### src/rtl/pipeline_sched_pkg.sv
// Shared constants and the round-robin pick function used by the scheduler
// (and usable by any reference model that wants the same arbitration rule).
package pipeline_sched_pkg;

  localparam int DefNumReq         = 4;
  localparam int DefWidth          = 15;
  localparam int DefDepth          = 2;
  localparam int DefMaxOutstanding = 2;

  localparam int MaxReq = 32;
  localparam int PickW  = 5;

  typedef struct packed {
    logic             found;
    logic [PickW-1:0] index;
  } pick_t;

  // Scans upward from ptr with wrap-around; index is 0 when nothing is found.
  function automatic pick_t rr_pick(input logic [MaxReq-1:0] eligible,
                                    input int unsigned       num_req,
                                    input int unsigned       ptr);
    pick_t       res;
    int unsigned idx;
    res = '0;
    for (int unsigned k = 0; k < MaxReq; k++) begin
      if (k < num_req && !res.found) begin
        idx = ptr + k;
        if (idx >= num_req) idx = idx - num_req;
        if (eligible[idx]) begin
          res.found = 1'b1;
          res.index = idx[PickW-1:0];
        end
      end
    end
    return res;
  endfunction

endpackage

### src/rtl/pipeline.sv
// Fixed-latency data pipeline without reset; Depth=0 is a plain wire.
module pipeline #(
  parameter int Width = 8,
  parameter int Depth = 1
) (
  input  logic             clk,
  input  logic [Width-1:0] d,
  output logic [Width-1:0] q
);

  generate
    if (Depth == 0) begin : g_comb
      assign q = d;
    end else begin : g_regs
      logic [Width-1:0] stage [Depth];

      always_ff @(posedge clk) begin
        stage[0] <= d;
        for (int s = 1; s < Depth; s++) stage[s] <= stage[s-1];
      end

      assign q = stage[Depth-1];
    end
  endgenerate

endmodule

### src/rtl/pipeline_rr_sched.sv
// Round-robin scheduler sharing one fixed-latency pipeline among NumReq
// requesters, with a resettable valid/ID tag line and per-requester credits.
module pipeline_rr_sched
  import pipeline_sched_pkg::*;
#(
  parameter int NumReq         = DefNumReq,
  parameter int Width          = DefWidth,
  parameter int Depth          = DefDepth,
  parameter int MaxOutstanding = DefMaxOutstanding,
  localparam int IdW  = (NumReq > 1) ? $clog2(NumReq) : 1,
  localparam int CntW = $clog2(MaxOutstanding + 1)
) (
  input  logic                    clk,
  input  logic                    rst,
  input  logic [NumReq-1:0]       req_valid,
  input  logic [NumReq*Width-1:0] req_data,
  output logic [NumReq-1:0]       req_ready,
  output logic [NumReq-1:0]       rsp_valid,
  output logic [IdW-1:0]          rsp_id,
  output logic [Width-1:0]        rsp_data,
  output logic                    busy
);

  logic [IdW-1:0]    ptr;
  logic [CntW-1:0]   out_cnt [NumReq];
  logic [NumReq-1:0] eligible;
  logic [NumReq-1:0] returning;
  logic [NumReq-1:0] grant;
  logic              grant_valid;
  logic [IdW-1:0]    grant_id;
  pick_t             pick;
  logic [Width-1:0]  pipe_d;
  logic [Width-1:0]  pipe_q;
  logic              tag_valid_out;
  logic [IdW-1:0]    tag_id_out;
  logic              ret_valid;
  logic [IdW-1:0]    ret_id;
  logic              tag_any;
  logic              cnt_any;

  // A returning response frees its credit in the same cycle it leaves.
  always_comb begin
    returning = '0;
    eligible  = '0;
    for (int i = 0; i < NumReq; i++) begin
      returning[i] = ret_valid && (ret_id == IdW'(i));
      eligible[i]  = req_valid[i] &&
                     ((out_cnt[i] < CntW'(MaxOutstanding)) || returning[i]);
    end
  end

  always_comb begin
    pick        = rr_pick(MaxReq'(eligible), NumReq, 32'(ptr));
    grant_valid = pick.found;
    grant_id    = pick.index[IdW-1:0];
    grant       = '0;
    pipe_d      = '0;
    for (int i = 0; i < NumReq; i++) begin
      if (grant_valid && grant_id == IdW'(i)) begin
        grant[i] = 1'b1;
        pipe_d   = req_data[i*Width +: Width];
      end
    end
  end

  assign req_ready = grant;

  always_ff @(posedge clk) begin
    if (rst) begin
      ptr <= '0;
    end else if (grant_valid) begin
      ptr <= (grant_id == IdW'(NumReq - 1)) ? '0 : grant_id + IdW'(1);
    end
  end

  always_ff @(posedge clk) begin
    if (rst) begin
      for (int i = 0; i < NumReq; i++) out_cnt[i] <= '0;
    end else begin
      for (int i = 0; i < NumReq; i++) begin
        if (grant[i] && !rsp_valid[i]) begin
          out_cnt[i] <= out_cnt[i] + CntW'(1);
        end else if (!grant[i] && rsp_valid[i]) begin
          out_cnt[i] <= out_cnt[i] - CntW'(1);
        end
      end
    end
  end

  pipeline #(
    .Width(Width),
    .Depth(Depth)
  ) u_data_pipe (
    .clk(clk),
    .d  (pipe_d),
    .q  (pipe_q)
  );

  // With Depth=0 the return path is the grant itself; it is kept out of the
  // eligibility logic to avoid a combinational loop (credits never move).
  generate
    if (Depth == 0) begin : g_tag_comb
      assign tag_valid_out = grant_valid;
      assign tag_id_out    = grant_id;
      assign ret_valid     = 1'b0;
      assign ret_id        = '0;
      assign tag_any       = 1'b0;
    end else begin : g_tag_regs
      logic [Depth-1:0] tag_v;
      logic [IdW-1:0]   tag_i [Depth];

      always_ff @(posedge clk) begin
        if (rst) begin
          tag_v <= '0;
          for (int s = 0; s < Depth; s++) tag_i[s] <= '0;
        end else begin
          tag_v[0] <= grant_valid;
          tag_i[0] <= grant_id;
          for (int s = 1; s < Depth; s++) begin
            tag_v[s] <= tag_v[s-1];
            tag_i[s] <= tag_i[s-1];
          end
        end
      end

      assign tag_valid_out = tag_v[Depth-1];
      assign tag_id_out    = tag_i[Depth-1];
      assign ret_valid     = tag_v[Depth-1];
      assign ret_id        = tag_i[Depth-1];
      assign tag_any       = |tag_v;
    end
  endgenerate

  always_comb begin
    rsp_valid = '0;
    for (int i = 0; i < NumReq; i++) begin
      rsp_valid[i] = tag_valid_out && (tag_id_out == IdW'(i));
    end
    rsp_id   = tag_valid_out ? tag_id_out : '0;
    rsp_data = tag_valid_out ? pipe_q : '0;
  end

  always_comb begin
    cnt_any = 1'b0;
    for (int i = 0; i < NumReq; i++) begin
      cnt_any = cnt_any | (out_cnt[i] != '0);
    end
    busy = cnt_any | tag_any;
  end

endmodule

### config.mk
export PLATFORM = sky130hd
export DESIGN_NAME = pipeline_rr_sched
export DESIGN_NICKNAME = d
export VERILOG_FILES = /design/src/rtl/pipeline_sched_pkg.sv /design/src/rtl/pipeline.sv /design/src/rtl/pipeline_rr_sched.sv
export SDC_FILE = /design/constraint.sdc
export NUM_CORES = 1
export LEC_CHECK = 0
export CAP_MARGIN = 30
export CORE_MARGIN = 2
export CORE_UTILIZATION = 44
export CTS_CLUSTER_DIAMETER = 40
export DETAILED_ROUTE_END_ITERATION = 10
export PLACE_DENSITY = 0.84
export SETUP_SLACK_MARGIN = 0.2
export SLEW_MARGIN = 20
export SYNTH_ARGS = -nofsm -noshare
export SYNTH_HDL_FRONTEND = slang
export SYNTH_SLANG_ARGS = --single-unit
### constraint.sdc
create_clock -name clk -period 5.4 [get_ports clk]
set_clock_uncertainty 0.15 [all_clocks]
set_input_delay 1.08 -clock clk [delete_from_list [all_inputs] [get_ports clk]]
set_output_delay 1.08 -clock clk [all_outputs]
set_load 0.005 [all_outputs]
# Word level (Yosys, flattened, before mapping)

Memory sizes are Yosys's and may differ from the RTL's.
Index checks and enable logic that the tools add are counted.
Widths: inputs -> output; s select.

Add/subtract/negate cells: 16
$lt $le $gt $ge: 12
Eq/ne operators: 6
Muxes and demuxes: 74
Bitwise logic cells: 14
Reductions and logical operators: 39

Operator list:

| cell                | count |
|---|---|
| $mux 32             | 7 |
| $lt 32x6->1 const B | 4 |
| $mux 15             | 5 |
| $mux 6              | 7 |
| $mux 1              | 39 |
| $mux 2              | 12 |
| $bmux 1 s5          | 4 |
| $logic_and 1x1->1   | 20 |
| $or 1x1->1          | 14 |
| $sub 3x3->4 const B | 3 |
| $add 2x1->2 const B | 5 |
| $ge 3x3->1 const B  | 3 |
| $eq 2x2->1 const B  | 4 |
| $logic_not 1->1     | 8 |
| $lt 2x2->1 const B  | 4 |
| $reduce_bool 2->1   | 4 |
| $sub 2x1->2 const B | 4 |
| $add 2x2->3 const B | 2 |
| $eq 2x1->1 const B  | 2 |
| $logic_not 2->1     | 2 |
| $logic_or 1x1->1    | 4 |
| $sub 2x3->4 const B | 1 |
| $add 2x1->3 const B | 1 |
| $ge 2x3->1 const B  | 1 |
| $reduce_or 2->1     | 1 |

Register bits: 4
RAM bits: 42
Input bits: 66
Output and inout port bits: 26
Word-level logic and storage cells: 166
Memories: 3

Memories:

| memory                   | depth | bits a word | rd ports | clocked after Yosys merged registers in | write ports | RTL line                 | text |
|---|---|---|---|---|---|---|---|
| u_data_pipe.g_regs.stage | 2     | 15          | 2        | 0                                       | 2           | pipeline.sv:15           | `logic [Width-1:0] stage [Depth];` |
| out_cnt                  | 4     | 2           | 4        | 0                                       | 4           | pipeline_rr_sched.sv:25  | `logic [CntW-1:0] out_cnt [NumReq];` |
| g_tag_regs.tag_i         | 2     | 2           | 2        | 0                                       | 2           | pipeline_rr_sched.sv:110 | `logic [IdW-1:0] tag_i [Depth];` |

# Depth between registers and ports, before layout

Word-level depth: 32
Depth in mapped cells: 19

# By module

From an unflattened synthesis, not the netlist that was laid out.

Cell total of the unflattened synthesis: 296
Area, all modules: 2602.5 sq um

By module, submodules not included:

| module            | times used | cells each | area an instance (sq um) | seq. area each (sq um) |
|---|---|---|---|---|
| pipeline_rr_sched | 1          | 251        | 1889.3                   | 400.4 |
| pipeline          | 1          | 45         | 713.2                    | 600.6 |

# Worst setup path before layout

Ideal clock, no wire load.

Kind: input port to output port
Start point: in req_valid[1]
End point: out req_ready[1]
Data arrival time: 3.328 ns
Required time: 4.170 ns
Slack: 0.842 ns
Stages on the path: 10
Path buffers: 2
Path through: and4b_1 -> or2_1 -> o221ai_1 -> a211oi_1 -> a2111oi_1 -> ha_1 -> clkbuf_1 -> inv_1 -> clkbuf_1 -> nor2_1

Longest elaborated chain between the ends: 13
Elaborated cells between the ends (all ways): 19
Classes of those cells: eq/ne: 1; mux: 16; reduce/logical: 2

RTL lines:

| element                      | RTL line                 | text |
|---|---|---|
| start: declaration           | pipeline_rr_sched.sv:15  | `input logic [NumReq-1:0] req_valid,` |
| $logic_and 1x1->1 *          | pipeline_rr_sched.sv:47  | `eligible[i] = req_valid[i] &&` |
| $bmux 1 s5                   | pipeline_sched_pkg.sv:29 | `if (eligible[idx]) begin` |
| $mux 1 (implied by the code) | pipeline_sched_pkg.sv:29 |  |
| $mux 6 (2 in series)         | pipeline_sched_pkg.sv:29 |  |
| $mux 6                       | pipeline_sched_pkg.sv:26 | `if (k < num_req && !res.found) begin` |
| $mux 6                       | pipeline_sched_pkg.sv:29 |  |
| $mux 6                       | pipeline_sched_pkg.sv:26 |  |
| $mux 6                       | pipeline_sched_pkg.sv:29 |  |
| $mux 6 *                     | pipeline_sched_pkg.sv:26 |  |
| $eq 2x1->1                   | pipeline_rr_sched.sv:59  | `if (grant_valid && grant_id == IdW'(i)) begin` |
| $logic_and 1x1->1 *          | pipeline_rr_sched.sv:59  |  |
| $mux 1 *                     | pipeline_rr_sched.sv:59  |  |
| end: declaration             | pipeline_rr_sched.sv:17  | `output logic [NumReq-1:0] req_ready,` |

Mark *: on every way between the ends. The rest lies on a longest branch, timed or not. The select of a mux whose other input is x is not followed.

==> qor.yml <==
start_util_pct: 44.90
track_usage_pct: 22.12
end_kind: "output port"
die-width_um: 78.51
netlist_area_mm2: 0.002442
cts_tree: "done"
viasPerCell: 5.373
cp_max_fo: 5
finalCritPeriodShare_pct: 94.88
power_mw: 2.314
synth_ff_type: "dfxtp_1"
ys_ff_latch: 46
ir_drop_uv: 356.5
die-area_mm2: 0.006163
synth_edf_count: 8
die_h_um: 78.51
mostFrequentLayoutCells: "clkdlybuf4s50_1 (91), dfxtp_1 (37), nand2_1 (22)"
overflow: 0
max_cap_violations: 0
clkTransAtPathRegs_ps: 80
synthTopCellsByArea: "dfxtp_1 (31%), edfxtp_1 (9.8%), and2_1 (5.4%)"
rsz0062_at_grt: "false"
gp_congestion: 0.9341
worstMarginPinSlew_ps: 669.5
async_reset_ff_share_pct: 0
cts_root_buf: "clkbuf_8"
numCtsBuffers: 5
area_delta_synth_final_pct: 45.39
final_antenna_net_count: 0
antenna_cells: 0
synth_top_area_share_pct: 31.15
grt_pass1_wl_um: 10580
grt_pass1_vias: 2177
hold_start: "u_data_pipe.g_regs.stage[0][3]"
r2r_cells: 13
clock_power_share_pct: 9.0
min_to: "u_data_pipe.g_regs.stage[0][18]"
hold_path.class: "reg2reg"
timing.rr.end: "u_data_pipe.g_regs.stage[0][14]"
vias: 2391
required_ps: 4170
whs_ps: 180.6
initialDrtViolationCount: 220
min_period_ps: 5123
core_mm2: 0.005439
power_density_mw_per_mm2: 651.7
rrSetupSlack_ps: 1320
avgSynthCellArea_um2: 8.723
relSlewSlack_pct: 55.23
worstPathArrival_ps: 3890
drc: 0
setup_viol: 0
antenna_found_initial: 0
ys_warn_count: 0
clockBufferDepth: 2
hpwl_um: 5337
hold_depth: 0
finalSetupTns_ps: 0
firstDrtPassIters: 4
power_frac_seq_pct: 26.0
p_sw_share_pct: 43.83
std_cell_rows: 27
final-hold-violation-count: 0
p_comb_share_pct: 65.0
run_status: "finished, final reports clean"
path_class: "in2out"
clkLatencyLatePin_ps: 300
max_clock_freq_ghz: 0.1952
io_buffers: 91
leakagePower_nw: 1.427
p_int_mw: 1.300
nNetsFinal: 445
grt_max_degree: 33
ios: 92
syn-num-nets: 353
drive_gt1_share_pct: 7.775
synth_area_leader_cell: "dfxtp_1"
slew_violations: 0
layout_commonest_cell: "clkdlybuf4s50_1"
drt_wl_total_um: 6865
synth_cell_types: 48
synthCells: 280
cts_sinks: 46
wl_per_cell_um: 15.43
switchingPower_mw: 1.014
ys_seq_area_share_pct: 40.98
reg2reg_from: "ptr[0]"
timing.critical_path.from_type: "input port"
h-tree-depth: 2
[worst max-delay path, stage by stage]
cell             delay [ps]
clkdlybuf4s50_1         480
nor2b_1                 170
a311o_1                 350
a2111o_1                500
a211oi_2                230
a2111oi_2                90
inv_1                   130
ha_1                    180
and2_1                  170
clkdlybuf4s50_1         510
[power by group through the flow]
stage	Combinational (mW)	Sequential, mW	Clock (mW)
2_1_floorplan	1.02	0.572	0
3_3_place_gp	1.42	0.601	0
3_5_place_dp	1.46	0.608	0
4_1_cts	1.48	0.600	0.214
5_1_grt	1.67	0.621	0.227
6_report	1.50	0.601	0.209
[per-layer routing]
layer	GRT usage (%)	routed length, um	vias to the layer above
met1	27.25	2879	1106
met5	0	0	-
met4	4.912	61	0
li1	-	-	1181
met2	38.38	3476	98
met3	6.092	447	6
[layout make-up]
class,instances,area [um2]
timing repair buffer,101,985.9
clock buffer,6,72.57
multi-input combinational,200,1319
clock inverter,2,13.76
inverter,18,67.56
fill,456,1888
tap,72,90.09
sequential,46,1002
[per-stage QoR]
step / utilization (%) / setup WS, ps / cells / instance area (um2)
floorplan: - / 842.3 / 280 / 2442
global placement: 63.26 / 276.9 / 436 / 3441
detailed placement: 63.26 / 137.3 / 436 / 3441
CTS: 65.03 / 218.0 / 444 / 3537
global route: 65.29 / 220.5 / 445 / 3551
finish: 65.29 / 276.7 / 445 / 3551
[sequential cells by signal, summed over array words and instances, names as in the netlist]
name	cells
u_data_pipe.g_regs.stage	30
out_cnt	8
g_tag_regs.tag_i	4
g_tag_regs.tag_v	2
ptr	2
[Yosys cell counts (3+ instances only)]
| cell | count |
|---|---|
| o32ai_1 | 3 |
| ha_1 | 7 |
| clkbuf_1 | 12 |
| nand3_1 | 11 |
| a21oi_1 | 20 |
| a211oi_1 | 3 |
| o21ai_0 | 13 |
| nor3_1 | 4 |
| o21ai_1 | 4 |
| nor2b_1 | 6 |
| and2_1 | 21 |
| inv_1 | 17 |
| or3_1 | 4 |
| a221oi_1 | 5 |
| edfxtp_1 | 8 |
| dfxtp_1 | 38 |
| mux2i_1 | 13 |
| nor2_1 | 18 |
| and3_1 | 11 |
| nand2_1 | 22 |
| a211o_1 | 4 |
[what timing repair did]
item                                   4_1_cts  5_1_grt
pin swaps                                    0        2
buffers inserted                             0        1
setup endpoints to repair                    4        3
hold buffers                                 0        0
endpoints found under the hold margin        0        0
gates resized for setup                      2        3
cloned                                       0        0
[cells by family after synthesis]
logic type	count (synthesis)	synth area share, %
flops	46	40.98
fa+ha+maj	7	3.586
compound gates	74	21.31
simple gates	103	22.08
mux	13	5.328
xor+xnor	3	1.076
buf+inv	34	5.635
[worst max path at each step]
stage,start,to
floorplan,req_valid[1],req_ready[1]
global placement,req_valid[1],req_ready[3]
detailed placement,req_valid[2],req_ready[0]
CTS,req_valid[1],req_ready[2]
global route,req_valid[3],req_ready[3]
finish,req_valid[3],req_ready[3]
No activity file was read; power rests on OpenSTA's default activity.
